File: src/rtl/cbrt_seq_param_if.sv
// ---------------------------------------------------------------------------
// cbrt_seq_param_if
//   Request/result bundle for the sequential cube-root unit.
//   Optional macro: CBRT_REM_EN adds the rem_bo signal (x - y^3).
//
//   Signals (named from the unit's point of view):
//     start_i  1  request, sampled by the unit only while idle
//     x_bi     W  radicand, captured when start_i is accepted
//     busy_o   1  unit is working (high in every non-idle state)
//     done_o   1  one-cycle pulse, y_bo/rem_bo valid and updated
//     y_bo     R  floor(cbrt(x)), held until the next done_o
//     rem_bo   W  x - y_bo^3 (only with CBRT_REM_EN)
//
//   Modports: master = requester, slave = cube-root unit.
// ---------------------------------------------------------------------------
interface cbrt_seq_param_if #(
    parameter int W = 8
);
    localparam int R = (W + 2) / 3;

    logic         start_i;
    logic [W-1:0] x_bi;
    logic         busy_o;
    logic         done_o;
    logic [R-1:0] y_bo;
`ifdef CBRT_REM_EN
    logic [W-1:0] rem_bo;

    modport master (output start_i, x_bi, input busy_o, done_o, y_bo, rem_bo);
    modport slave  (input start_i, x_bi, output busy_o, done_o, y_bo, rem_bo);
`else
    modport master (output start_i, x_bi, input busy_o, done_o, y_bo);
    modport slave  (input start_i, x_bi, output busy_o, done_o, y_bo);
`endif
endinterface

File: src/rtl/cbrt_seq_param.sv
// ---------------------------------------------------------------------------
// cbrt_seq_param
//   Sequential unsigned integer cube root, y = floor(cbrt(x)), for a W-bit
//   radicand. Digit-by-digit restoring recurrence, one result bit per
//   iteration; the y*(y+1) product is formed by an internal shift-add
//   multiplier.
//   Optional macro: CBRT_REM_EN registers the remainder x - y^3 on rem_bo.
//
//   Parameters: W (>= 3) radicand width; R = ceil(W/3) result width.
//   Ports:
//     clk_i  1  clock, rising edge
//     rst_i  1  asynchronous, active-high reset
//     bus    cbrt_seq_param_if.slave (start_i, x_bi, busy_o, done_o,
//            y_bo, rem_bo)
//
//   Latency: busy_o is high R*(R+3)+1 cycles after the accepting edge;
//   done_o marks the last of them.
// ---------------------------------------------------------------------------
module cbrt_seq_param #(
    parameter int W = 8
) (
    input  logic                  clk_i,
    input  logic                  rst_i,
    cbrt_seq_param_if.slave       bus
);
    localparam int R  = (W + 2) / 3;       // result bits
    localparam int PW = 2 * R + 1;         // y*(y+1) product width
    localparam int BW = 5 * R + 2;         // full-precision trial width
    localparam int SW = $clog2(3 * R);     // shift amount 0..3(R-1)
    localparam int IW = $clog2(R + 1);     // iteration count R..1
    localparam int MW = $clog2(R + 2);     // multiplier step 0..R

    typedef enum logic [2:0] {
        IDLE,
        PREP,
        MUL,
        CMP,
        DONE
    } state_t;

    state_t state, state_next;

    logic [W-1:0]  arg;       // running remainder
    logic [R-1:0]  y;         // partial root
    logic [SW-1:0] s;         // weight of the current digit (multiple of 3)
    logic [IW-1:0] i;         // iterations left, including the current one
    logic [PW-1:0] mcand;     // multiplicand, shifted left each step
    logic [R:0]    mplier;    // multiplier, shifted right each step
    logic [PW-1:0] p;         // product accumulator
    logic [MW-1:0] mcnt;      // multiplier step counter

    // Trial subtrahend (3p+1) << s, kept wide enough that it never wraps
    // even for the top digit of an all-ones radicand.
    logic [BW-1:0] p_ext;
    logic [BW-1:0] trial;
    logic          fits;
    logic [W-1:0]  arg_sub;
    logic [R-1:0]  y_new;

    assign p_ext   = BW'(p);
    assign trial   = ((p_ext << 1) + p_ext + BW'(1)) << s;
    assign fits    = BW'(arg) >= trial;
    // Only consumed when fits, where trial <= arg < 2^W.
    assign arg_sub = arg - trial[W-1:0];
    // After doubling y ends in 0, so accepting the digit just sets bit 0.
    assign y_new   = fits ? (y | R'(1)) : y;

    // ---------------------------------------------------------------- FSM
    always_ff @(posedge clk_i or posedge rst_i) begin
        // NOTE: sequential state uses non-blocking assignments so every
        // register samples pre-edge values regardless of statement order.
        if (rst_i) state <= IDLE;
        else       state <= state_next;
    end

    always_comb begin
        // NOTE: every output of this block gets a default first, so no
        // branch can leave one unassigned and infer a latch.
        state_next  = state;
        bus.busy_o  = 1'b1;
        bus.done_o  = 1'b0;
        unique case (state)
            IDLE: begin
                bus.busy_o = 1'b0;
                if (bus.start_i) state_next = PREP;
            end
            PREP: state_next = MUL;
            MUL:  if (mcnt == MW'(R)) state_next = CMP;
            CMP:  state_next = (i == IW'(1)) ? DONE : PREP;
            DONE: begin
                bus.done_o = 1'b1;
                state_next = IDLE;
            end
            default: state_next = IDLE;
        endcase
    end

    // ----------------------------------------------------------- datapath
    always_ff @(posedge clk_i or posedge rst_i) begin
        if (rst_i) begin
            // NOTE: every register is cleared, result included, so an abort
            // never leaves a partial root visible on y_bo.
            arg      <= '0;
            y        <= '0;
            s        <= '0;
            i        <= '0;
            mcand    <= '0;
            mplier   <= '0;
            p        <= '0;
            mcnt     <= '0;
            bus.y_bo <= '0;
`ifdef CBRT_REM_EN
            bus.rem_bo <= '0;
`endif
        end else begin
            unique case (state)
                IDLE: begin
                    if (bus.start_i) begin
                        arg <= bus.x_bi;
                        y   <= '0;
                        s   <= SW'(3 * (R - 1));
                        i   <= IW'(R);
                    end
                end
                PREP: begin
                    // a = 2y and b = 2y+1 for the doubled partial root.
                    y      <= y << 1;
                    mcand  <= PW'({y, 1'b0});
                    mplier <= {y, 1'b1};
                    p      <= '0;
                    mcnt   <= '0;
                end
                MUL: begin
                    if (mplier[0]) p <= p + mcand;
                    mcand  <= mcand << 1;
                    mplier <= mplier >> 1;
                    mcnt   <= mcnt + MW'(1);
                end
                CMP: begin
                    if (fits) arg <= arg_sub;
                    y <= y_new;
                    i <= i - IW'(1);
                    if (i == IW'(1)) begin
                        // Result lands with the transition to DONE so it is
                        // already valid while done_o is high.
                        bus.y_bo <= y_new;
`ifdef CBRT_REM_EN
                        bus.rem_bo <= fits ? arg_sub : arg;
`endif
                    end else begin
                        s <= s - SW'(3);
                    end
                end
                DONE: ;
                default: ;
            endcase
        end
    end
endmodule

File: src/flat_wrapper.sv
// flat-port wrapper written by rule: the top's interface ports become plain ports
module cbrt_seq_param_flat 
#(
    parameter int W = 8
)
  (clk_i, rst_i, bus_start_i, bus_x_bi, bus_busy_o, bus_done_o, bus_y_bo);
  cbrt_seq_param_if #(.W(W)) bus_i ();
  input  logic clk_i;
  input  logic rst_i;
  input wire logic [$bits(bus_i.start_i)-1:0] bus_start_i;
  input wire logic [$bits(bus_i.x_bi)-1:0] bus_x_bi;
  output wire logic [$bits(bus_i.busy_o)-1:0] bus_busy_o;
  output wire logic [$bits(bus_i.done_o)-1:0] bus_done_o;
  output wire logic [$bits(bus_i.y_bo)-1:0] bus_y_bo;
  assign bus_i.start_i = bus_start_i;
  assign bus_i.x_bi = bus_x_bi;
  assign bus_busy_o = bus_i.busy_o;
  assign bus_done_o = bus_i.done_o;
  assign bus_y_bo = bus_i.y_bo;
  cbrt_seq_param #(.W(W)) u_core (.clk_i(clk_i), .rst_i(rst_i), .bus(bus_i));
endmodule
File: config.mk
export PLATFORM = sky130hd
export DESIGN_NAME = cbrt_seq_param_flat
export DESIGN_NICKNAME = d
export VERILOG_FILES = /design/src/rtl/cbrt_seq_param_if.sv /design/src/rtl/cbrt_seq_param.sv /design/src/flat_wrapper.sv
export SDC_FILE = /design/constraint.sdc
export NUM_CORES = 1
export LEC_CHECK = 0
export CORE_ASPECT_RATIO = 0.9
export CORE_MARGIN = 1.5
export CORE_UTILIZATION = 56
export CTS_BUF_LIST = sky130_fd_sc_hd__clkbuf_8
export CTS_CLUSTER_DIAMETER = 150
export DETAILED_ROUTE_END_ITERATION = 7
export PLACE_DENSITY = 0.75
export SYNTH_ARGS = -nofsm -noshare
export SYNTH_HDL_FRONTEND = slang
export SYNTH_SLANG_ARGS = --single-unit
File: constraint.sdc
create_clock -name clk_i -period 9.95 [get_ports clk_i]
set_input_delay 2.985 -clock clk_i [delete_from_list [all_inputs] [get_ports clk_i]]
set_output_delay 2.985 -clock clk_i [all_outputs]
set_load 0.03 [all_outputs]
==> metrics.txt, run 1 <==
status=complete, no violations; Crit-path slowest cell=dfrtp_1; Post-Syn Area per Cell=8.805 um^2; switching power=0.6092 mW; Layout area overhead=8.662%; Overflow after GRT=0; Setup CP Type=reg -> out; TritonCTS clock tree=built; sw frac=48.11%; # setup viols final=0; TNS Setup=0 ns; Min Hold Slack=0.4924 ns; Yosys cell types=69; drt pass-1 iters=5; DR vias=2,955; most frequent cells in the layout=42 x dfrtp_1, 39 x nand2_1, 26 x o21ai_0, 25 x ha_1, 24 x a21oi_1; H-Tree Depth=2; RSZ-0062 raised after global routing=false; CP Cell Sequence=nor3_1 > inv_1 > clkdlybuf4s50_1; crit path max fanout=28; maximum clock path buffer count=2; Port Buffers=15; WL final=7.794 mm; CP bufs+invs=2; cts bufs inserted=5; P_int=0.6572 mW; Vert. Die Dim=76.23 um; FF+latch count, synth=42; power per cell area=349.3 nW/um^2; share of cells above drive strength 1=8.312%; Worst Path Arrival=2.16 ns; maximum clock frequency=194.3 MHz; Initial Utilization=58.28%; clock root buffer=clkbuf_8; Max-slew headroom=41.64%; Die ar.=6432 um^2; number of synthesized flops with an enable pin=0; vias in the first global route=2,806; DR WL/cell=17.13 um; pin count of the biggest net entering global routing=43; CP peak stage delay=0.92 ns; GPL Wtd Cong=0.8952; initial antenna violation count=0; GRT Total Usage=25.92%; crit-path leading delay family=flip-flops; ANT cells=0; Final Max Slew Viols=0; vias per cell=6.495; Filler cells=500; Post-CTS Setup Bufs=0; Synth Instances=379; Initial DRC Count=238; clock share of power=11.0%; syn nets=417; Yosys Warn Count=0; Mapped Area=3337 um^2; pre-CTS WS=5.142 ns; hold crit path type=reg -> reg; final hold viol count=0; Seq pwr share=27.0%; Clock Latency Late Sink=0.30 ns; worst slew pin tran=0.8755 ns; Synth Flop Type=dfrtp_1; Tcrit/Tclk final=51.73%; Max-cap violations=0; Leak=1.605 nW; Ports=16; placed wire-length estimate=5.624 mm; core area=5725 um^2; WP data required=6.97 ns; Max VDD drop=189.6 uV; crit path time final=5.148 ns; Row Count=26; commonest non-fill, non-tap cell in the layout=dfrtp_1; utilization after layout=63.33%; first-pass GRT wire length=13.77 mm; Worst-path clk slew=0.08 ns; residual DRC count=0; cts hold-fix bufs=0; Gate power share=62.0%; Die X=84.37 um; final worst slack=4.802 ns; CTS Sinks=42; Worst Skew=0.008318 ns; crit end category=output pin; Antenna Nets Post-Route=0; crit start category=register; CTS resizes=0; Nets=422; register area share after synthesis=31.50%; FFs w/ async S/R, synth=100.0%
path summary, 6_finish.rpt:
kind	startpoint	endpoint	slack [ns]	depth (start not counted)
worst min-delay path	u_core.i[0]	u_core.i[0]	0.49	1
min in group asynchronous	rst_i	u_core.bus.y_bo[1]	3.12	3
worst max-delay path	u_core.state[0]	bus_busy_o	4.80	3
max in group asynchronous	rst_i	u_core.y[2]	6.45	3
worst min register to register	u_core.i[0]	u_core.i[0]	0.49	1
worst max register to register	u_core.s[0]	u_core.arg[1]	5.57	14
power by group through the flow:
stage / Combinational (mW) / Sequential, mW / Clock [mW]
after floorplan: 0.645 / 0.292 / 0
after global placement: 0.752 / 0.339 / 0
after detailed placement: 0.774 / 0.341 / 0
after CTS: 0.779 / 0.338 / 0.141
after global routing: 0.876 / 0.355 / 0.148
final: 0.786 / 0.342 / 0.139
cell type report:
| cell class | instances | area [um^2] | area share (%) |
|---|---|---|---|
| clock inverter | 3 | 43.79 | 1.208 |
| inverter | 21 | 78.83 | 2.174 |
| timing repair buffer | 17 | 165.2 | 4.555 |
| sequential | 42 | 1051 | 28.99 |
| clock buffer | 5 | 68.82 | 1.898 |
| multi-input combinational | 297 | 2131 | 58.76 |
| tap | 70 | 87.58 | 2.415 |
stage by stage:
stage	cell area [um^2]	power [mW]	std cells
floorplan	3337	0.9375	379
global placement	3513	1.091	447
detailed placement	3513	1.115	447
CTS	3626	1.258	455
global route	3626	1.379	455
finish	3626	1.266	455
kinds of logic after synthesis:
family / share of synthesized area, %
AO/OA/AOI/OAI: 28.50
AND/OR/NAND/NOR: 17.40
flip-flops: 31.50
buffers and inverters: 4.649
adder cells (fa/ha/maj): 10.87
XOR/XNOR: 3.150
multiplexers: 3.937
synthesized netlist by cell type (all sizes together), types with 6 or more instances:
| library cell | instances | area, um^2 |
|---|---|---|
| dfrtp | 42 | 1051 |
| nand2 | 39 | 146.4 |
| o21ai | 27 | 138.9 |
| a21oi | 25 | 128.9 |
| ha | 25 | 312.8 |
| nor2 | 21 | 78.83 |
| inv | 20 | 75.07 |
| clkbuf | 13 | 50.04 |
| a22o | 11 | 96.34 |
| o221a | 9 | 101.4 |
| xnor2 | 9 | 78.83 |
| nor2b | 8 | 50.05 |
| nor3 | 8 | 40.04 |
| buf | 6 | 26.27 |
| mux2i | 6 | 60.06 |
| nand2b | 6 | 37.54 |
| nand3 | 6 | 30.03 |
| or3 | 6 | 37.54 |
routing by layer:
metal	share of wire, %	global-route usage [%]
met1	48	39.61
met2	45	39.04
met3	6.8	5.092
met4	0.23	3.871
met5	0	0
flip-flops by register name, summed over array words and instances (netlist names):
name / count
u_core.y: 3
u_core.s: 4
u_core.bus.y_bo: 3
u_core.state: 3
u_core.mplier: 4
u_core.mcand: 6
u_core.i: 2
u_core.mcnt: 3
u_core.p: 6
u_core.arg: 8
(Power assumes the default switching activity.)
==> inputs of run 2 (changes only) <==
==> constraint.sdc (replaced) <==
create_clock -name clk_i -period 5.15 [get_ports clk_i]
set_input_delay 1.545 -clock clk_i [delete_from_list [all_inputs] [get_ports clk_i]]
set_output_delay 1.545 -clock clk_i [all_outputs]
set_load 0.03 [all_outputs]
==> metrics.txt, run 2 (same netlist as run 1, synthesis figures left out) <==
status=complete, no violations; Initial DRC Count=230 (-3.4%); utilization after layout=63.00% (-0.33 points); Post-CTS Setup Bufs=0 (unchanged); Ports=16 (unchanged); Vert. Die Dim=76.23 um (unchanged); drt pass-1 iters=5 (unchanged); top sig layer=met4; first-pass GRT wire length=13.51 mm (-1.9%); Min Hold Slack=0.5040 ns (+0.01159 ns); vias in the first global route=2,773 (-1.2%); Die X=84.37 um (unchanged); Leak=1.600 nW (-0.25%); CP bufs+invs=0 (-2); Layout area overhead=8.099%; WP data required=5.39 ns (-1.58 ns); largest reg by FF count=u_core.arg; metal3 WL=373 um (-30%); H-Tree Depth=2 (unchanged); vias per cell=6.434 (-0.93%); WL final=7.626 mm (-2.2%); pin count of the biggest net entering global routing=43 (unchanged); share of cells above drive strength 1=8.290% (-0.022 points); CP Cell Sequence=ha_1 > a21o_1 > a31oi_4 > mux2_4 > nand2_1 > mux4_2 > nand2b_1 > ha_1 > o21a_1 > o22a_1 > o221a_2 > o211ai_1 > nand4bb_1 > o21ai_2 > o221a_2; DR WL/cell=16.72 um (-2.4%); # setup viols final=0 (unchanged); critical path depth in cells=15 (+12); maximum clock path buffer count=2 (unchanged); initial antenna violation count=0 (unchanged); Worst Path Arrival=4.44 ns (+2.28 ns); worst reg-to-reg path cell count=15 (+1); maximum clock frequency=238.2 MHz; placed wire-length estimate=5.544 mm (-1.4%); crit path time final=4.197 ns; Overflow after GRT=0 (unchanged); met1 WL=3.910 mm (+3.9%); core area=5725 um^2 (unchanged); crit path max fanout=11 (-61%); crit end category=register; commonest non-fill, non-tap cell in the layout=dfrtp_1; Max VDD drop=415.3 uV (+120%); worst slew pin tran=0.8497 ns (-0.02571 ns); Die ar.=6432 um^2 (unchanged); GRT Total Usage=25.54% (-0.38 points); residual DRC count=0 (unchanged); DR vias=2,934 (-0.71%); CTS resizes=0 (unchanged); final hold viol count=0 (unchanged); RSZ-0062 raised after global routing=false; GPL Wtd Cong=0.8621 (-3.7%); power per cell area=660.1 nW/um^2 (+89%); Crit-path slowest cell=mux4_2; hold path cells=1 (unchanged); Initial Utilization=58.28% (unchanged); met2 WL=3.234 mm (-7.1%); TritonCTS clock tree=built; Max-slew headroom=43.35% (+1.7 points); CTS Sinks=42 (unchanged); CP peak stage delay=0.52 ns (-0.40 ns); cts hold-fix bufs=0 (unchanged); Largest regs=u_core.arg (8), u_core.mcand (6), u_core.p (6); Nets=423 (+0.24%); Largest register FFs=8 (unchanged); most frequent cells in the layout=42 x dfrtp_1, 39 x nand2_1, 26 x o21ai_0, 25 x ha_1, 24 x a21oi_1; ANT cells=0 (unchanged); hold crit path type=reg -> reg; Final Max Slew Viols=0 (unchanged); Antenna Nets Post-Route=0 (unchanged); crit-path leading delay family=compound AO/OA/AOI/OAI gates; Row Count=26 (unchanged); crit start category=register; Setup CP Type=reg -> reg; Worst Skew=0.006505 ns (-0.001813 ns); TNS Setup=0 ns (unchanged); Max-cap violations=0 (unchanged); Clock Latency Late Sink=0.29 ns (about the same); Tcrit/Tclk final=81.50%; cts bufs inserted=5 (unchanged); Worst-path clk slew=0.09 ns (about the same); clock root buffer=clkbuf_8; Port Buffers=15 (unchanged)
run 2: area by class of cell:
| cell class | instances | area (um^2) |
|---|---|---|
| inverters | 21 | 78.83 |
| repair buffers | 18 | 172.7 |
| well taps | 70 | 87.58 |
| flip-flops and latches | 42 | 1051 |
| fillers | 509 | 2118 |
| multi-input cells | 297 | 2131 |
| clock buffers | 5 | 68.82 |
| clock inverters | 3 | 17.52 |
run 2: metrics by stage:
stage               cells  worst slack, ns  area [um^2]  power, mW
floorplan             379            1.378         3337      1.811
global placement      448            1.121         3521      2.114
detailed placement    448            1.026         3521      2.144
CTS                   456           0.9871         3607      2.364
global route          456           0.6761         3607      2.609
finish                456           0.9527         3607      2.381
run 2: report_power, final:
group	total, mW	switching [mW]	internal (mW)
combinational	1.54	0.867	0.671
clock	0.214	0.120	0.0939
sequential	0.630	0.175	0.455
run 2: path summary, 6_finish.rpt:
| check | start | end | slack, ns |
|---|---|---|---|
| worst max-delay path | u_core.p[4] | u_core.arg[1] | 0.95 |
| worst min register to register | u_core.i[0] | u_core.i[0] | 0.50 |
| worst max register to register | u_core.p[4] | u_core.arg[1] | 0.95 |
| worst min-delay path | u_core.i[0] | u_core.i[0] | 0.50 |
| max in group asynchronous | rst_i | u_core.p[4] | 3.08 |
| min in group asynchronous | rst_i | u_core.arg[0] | 1.69 |
run 2: routing by layer:
| metal | up-vias | track usage, % |
|---|---|---|
| met4 | 0 | 6.129 |
| met2 | 93 | 36.16 |
| met1 | 1395 | 40.91 |
| met5 | - | 0 |
| met3 | 14 | 3.792 |
| li1 | 1432 | - |
==> inputs of run 3 (changes only) <==
==> constraint.sdc (replaced) <==
create_clock -name clk_i -period 3.96 [get_ports clk_i]
set_input_delay 1.188 -clock clk_i [delete_from_list [all_inputs] [get_ports clk_i]]
set_output_delay 1.188 -clock clk_i [all_outputs]
set_load 0.03 [all_outputs]
==> metrics.txt, run 3 (same netlist as run 1, synthesis figures left out) <==
GPL Wtd Cong=0.9644 (+12%); most frequent cells in the layout=39 x nand2_1, 39 x dfrtp_1, 26 x o21ai_0, 23 x a21oi_1, 23 x buf_4; worst slew pin tran=0.8782 ns (+0.02845 ns); CP bufs+invs=0 (unchanged); largest reg by FF count=u_core.arg; maximum clock frequency=262.7 MHz (+10%); Row Count=26 (unchanged); crit path time final=3.807 ns (-0.3907 ns); met2 WL=3.657 mm (+13%); Leak=1.696 nW (+6.0%); core area=5725 um^2 (unchanged); crit path max fanout=6 (-5); metal3 WL=447 um (+20%); ANT cells=0 (unchanged); Finished Cell Area=3837 um^2 (+6.4%); WP data required=4.15 ns (-1.24 ns); WL final=8.238 mm (+8.0%); Initial DRC Count=282 (+23%); CP Cell Sequence=ha_4 > a21o_1 > a31oi_4 > mux2_4 > nand2_1 > mux4_2 > nand2b_4 > ha_4 > o21a_1 > o22a_1 > o221a_2 > o211ai_1 > nand4bb_1 > or3_1 > o221a_2; Layout area overhead=15.00%; status=complete, no violations; P_int=1.763 mW (+45%); Max-cap violations=0 (unchanged); H-Tree Depth=2 (unchanged); met1 WL=4.051 mm (+3.6%); Largest regs=u_core.arg (8), u_core.mcand (6), u_core.p (6); clock share of power=8.3% (-0.7 points); Port Buffers=15 (unchanged); hold crit path type=reg -> reg; GRT Total Usage=26.87% (+1.3 points); Worst Skew=0.003369 ns (-0.003136 ns); clock root buffer=clkbuf_8; Largest register FFs=8 (unchanged); Tcrit/Tclk final=96.12% (+15 points); TritonCTS clock tree=built; final worst slack=0.1535 ns (-0.7993 ns); Gate power share=67.8% (+3.2 points); power per cell area=878.3 nW/um^2 (+33%); residual DRC count=0 (unchanged); Nets=443 (+4.7%); first-pass GRT wire length=14.15 mm (+4.7%); # setup viols final=0 (unchanged); initial antenna violation count=0 (unchanged); Reg area=1055 um^2 (+0.36%); Setup CP Type=reg -> reg; drt pass-1 iters=5 (unchanged); placed inst area=3649 um^2 (+3.6%); vias in the first global route=2,939 (+6.0%); register-to-register setup slack=0.15 ns (-0.80 ns); sw frac=47.68% (-1.1 points); crit-path leading delay family=compound AO/OA/AOI/OAI gates; CP peak stage delay=0.50 ns (-0.02 ns); pre-CTS WS=0.05325 ns (-0.9727 ns); DR vias=3,068 (+4.6%); Worst Path Arrival=4.00 ns (-0.44 ns); top sig layer=met4; final hold viol count=0 (unchanged); utilization after layout=67.02% (+4.0 points); placed wire-length estimate=5.995 mm (+8.1%); area of the multi-input gates=2207 um^2 (+3.6%); Seq pwr share=23.9% (-2.5 points); Ports=16 (unchanged); Max-slew headroom=41.09% (-2.3 points); maximum clock path buffer count=2 (unchanged); pin count of the biggest net entering global routing=30 (-30%); Max VDD drop=431.8 uV (+4.0%); cts hold-fix bufs=0 (unchanged); Die X=84.37 um (unchanged); share of cells above drive strength 1=15.52% (+7.2 points); Overflow after GRT=0 (unchanged); Crit-path slowest cell=mux4_2; vias per cell=6.445 (+0.17%); Die ar.=6432 um^2 (unchanged); Worst-path clk slew=0.08 ns (about the same); crit start category=register; Filler cells=470 (-7.7%); crit end category=register; cts bufs inserted=5 (unchanged); Antenna Nets Post-Route=0 (unchanged); DR WL/cell=17.31 um (+3.5%); CTS Sinks=42 (unchanged); Clock Latency Late Sink=0.30 ns (about the same); Initial Utilization=58.28% (unchanged); Vert. Die Dim=76.23 um (unchanged); Final Max Slew Viols=0 (unchanged); switching power=1.607 mW (+38%)
-- run 3: cell types whose count changed in the layout (fill, tap and decap cells not counted), moves of 3 or more --
cell | previous run | this run
buf_4 | 3 | 23
dfrtp_2 | 0 | 3
ha_4 | 0 | 4
dfrtp_1 | 42 | 39
ha_1 | 25 | 20
-- run 3: power groups by stage --
stage	Sequential [mW]	Clock, mW	Combinational [mW]
after floorplan	0.734	0	1.62
after global placement	0.786	0	2.08
after detailed placement	0.795	0	2.13
after CTS	0.788	0.280	2.15
after global routing	0.834	0.302	2.54
final	0.806	0.280	2.28
-- run 3: area by class of cell --
cell class                      count  area share, %
Multi-Input combinational cell    297          57.52
Sequential cell                    42          27.49
Timing Repair Buffer               38          8.412
Tap cell                           70          2.282
Inverter                           21          2.054
Clock buffer                        5          1.793
Clock inverter                      3         0.4565
-- run 3: layer usage --
metal | GRT usage (%) | vias to the layer above
li1 | - | 1466
met1 | 42.06 | 1491
met2 | 39.04 | 101
met3 | 3.575 | 10
met4 | 7.258 | 0
met5 | 0 | -
-- run 3: worst paths after layout --
kind | from | end | cells after the start
worst max register to register | u_core.p[4] | u_core.arg[6] | 15
worst min-delay path | u_core.i[0] | u_core.i[0] | 1
worst max-delay path | u_core.p[4] | u_core.arg[6] | 15
max in group asynchronous | rst_i | u_core.p[5] | 3
min in group asynchronous | rst_i | u_core.bus.y_bo[2] | 2
worst min register to register | u_core.i[0] | u_core.i[0] | 1
-- run 3: stage by stage --
| stage | cells | TNS (ns) | power (mW) | hold WS, ns |
|---|---|---|---|---|
| finish | 476 | 0 | 3.371 | 0.4921 |
| global route | 476 | -0.01509 | 3.671 | 0.5098 |
| CTS | 473 | 0 | 3.215 | 0.4924 |
| detailed placement | 465 | 0 | 2.926 | 0.4884 |
| global placement | 465 | 0 | 2.869 | 0.4671 |
| floorplan | 379 | 0 | 2.355 | 0.4514 |
-- run 3: repair_timing --
action	4_1_cts	5_1_grt
setup endpoints to repair	0	8
buffers inserted	0	3
resized for setup	0	14
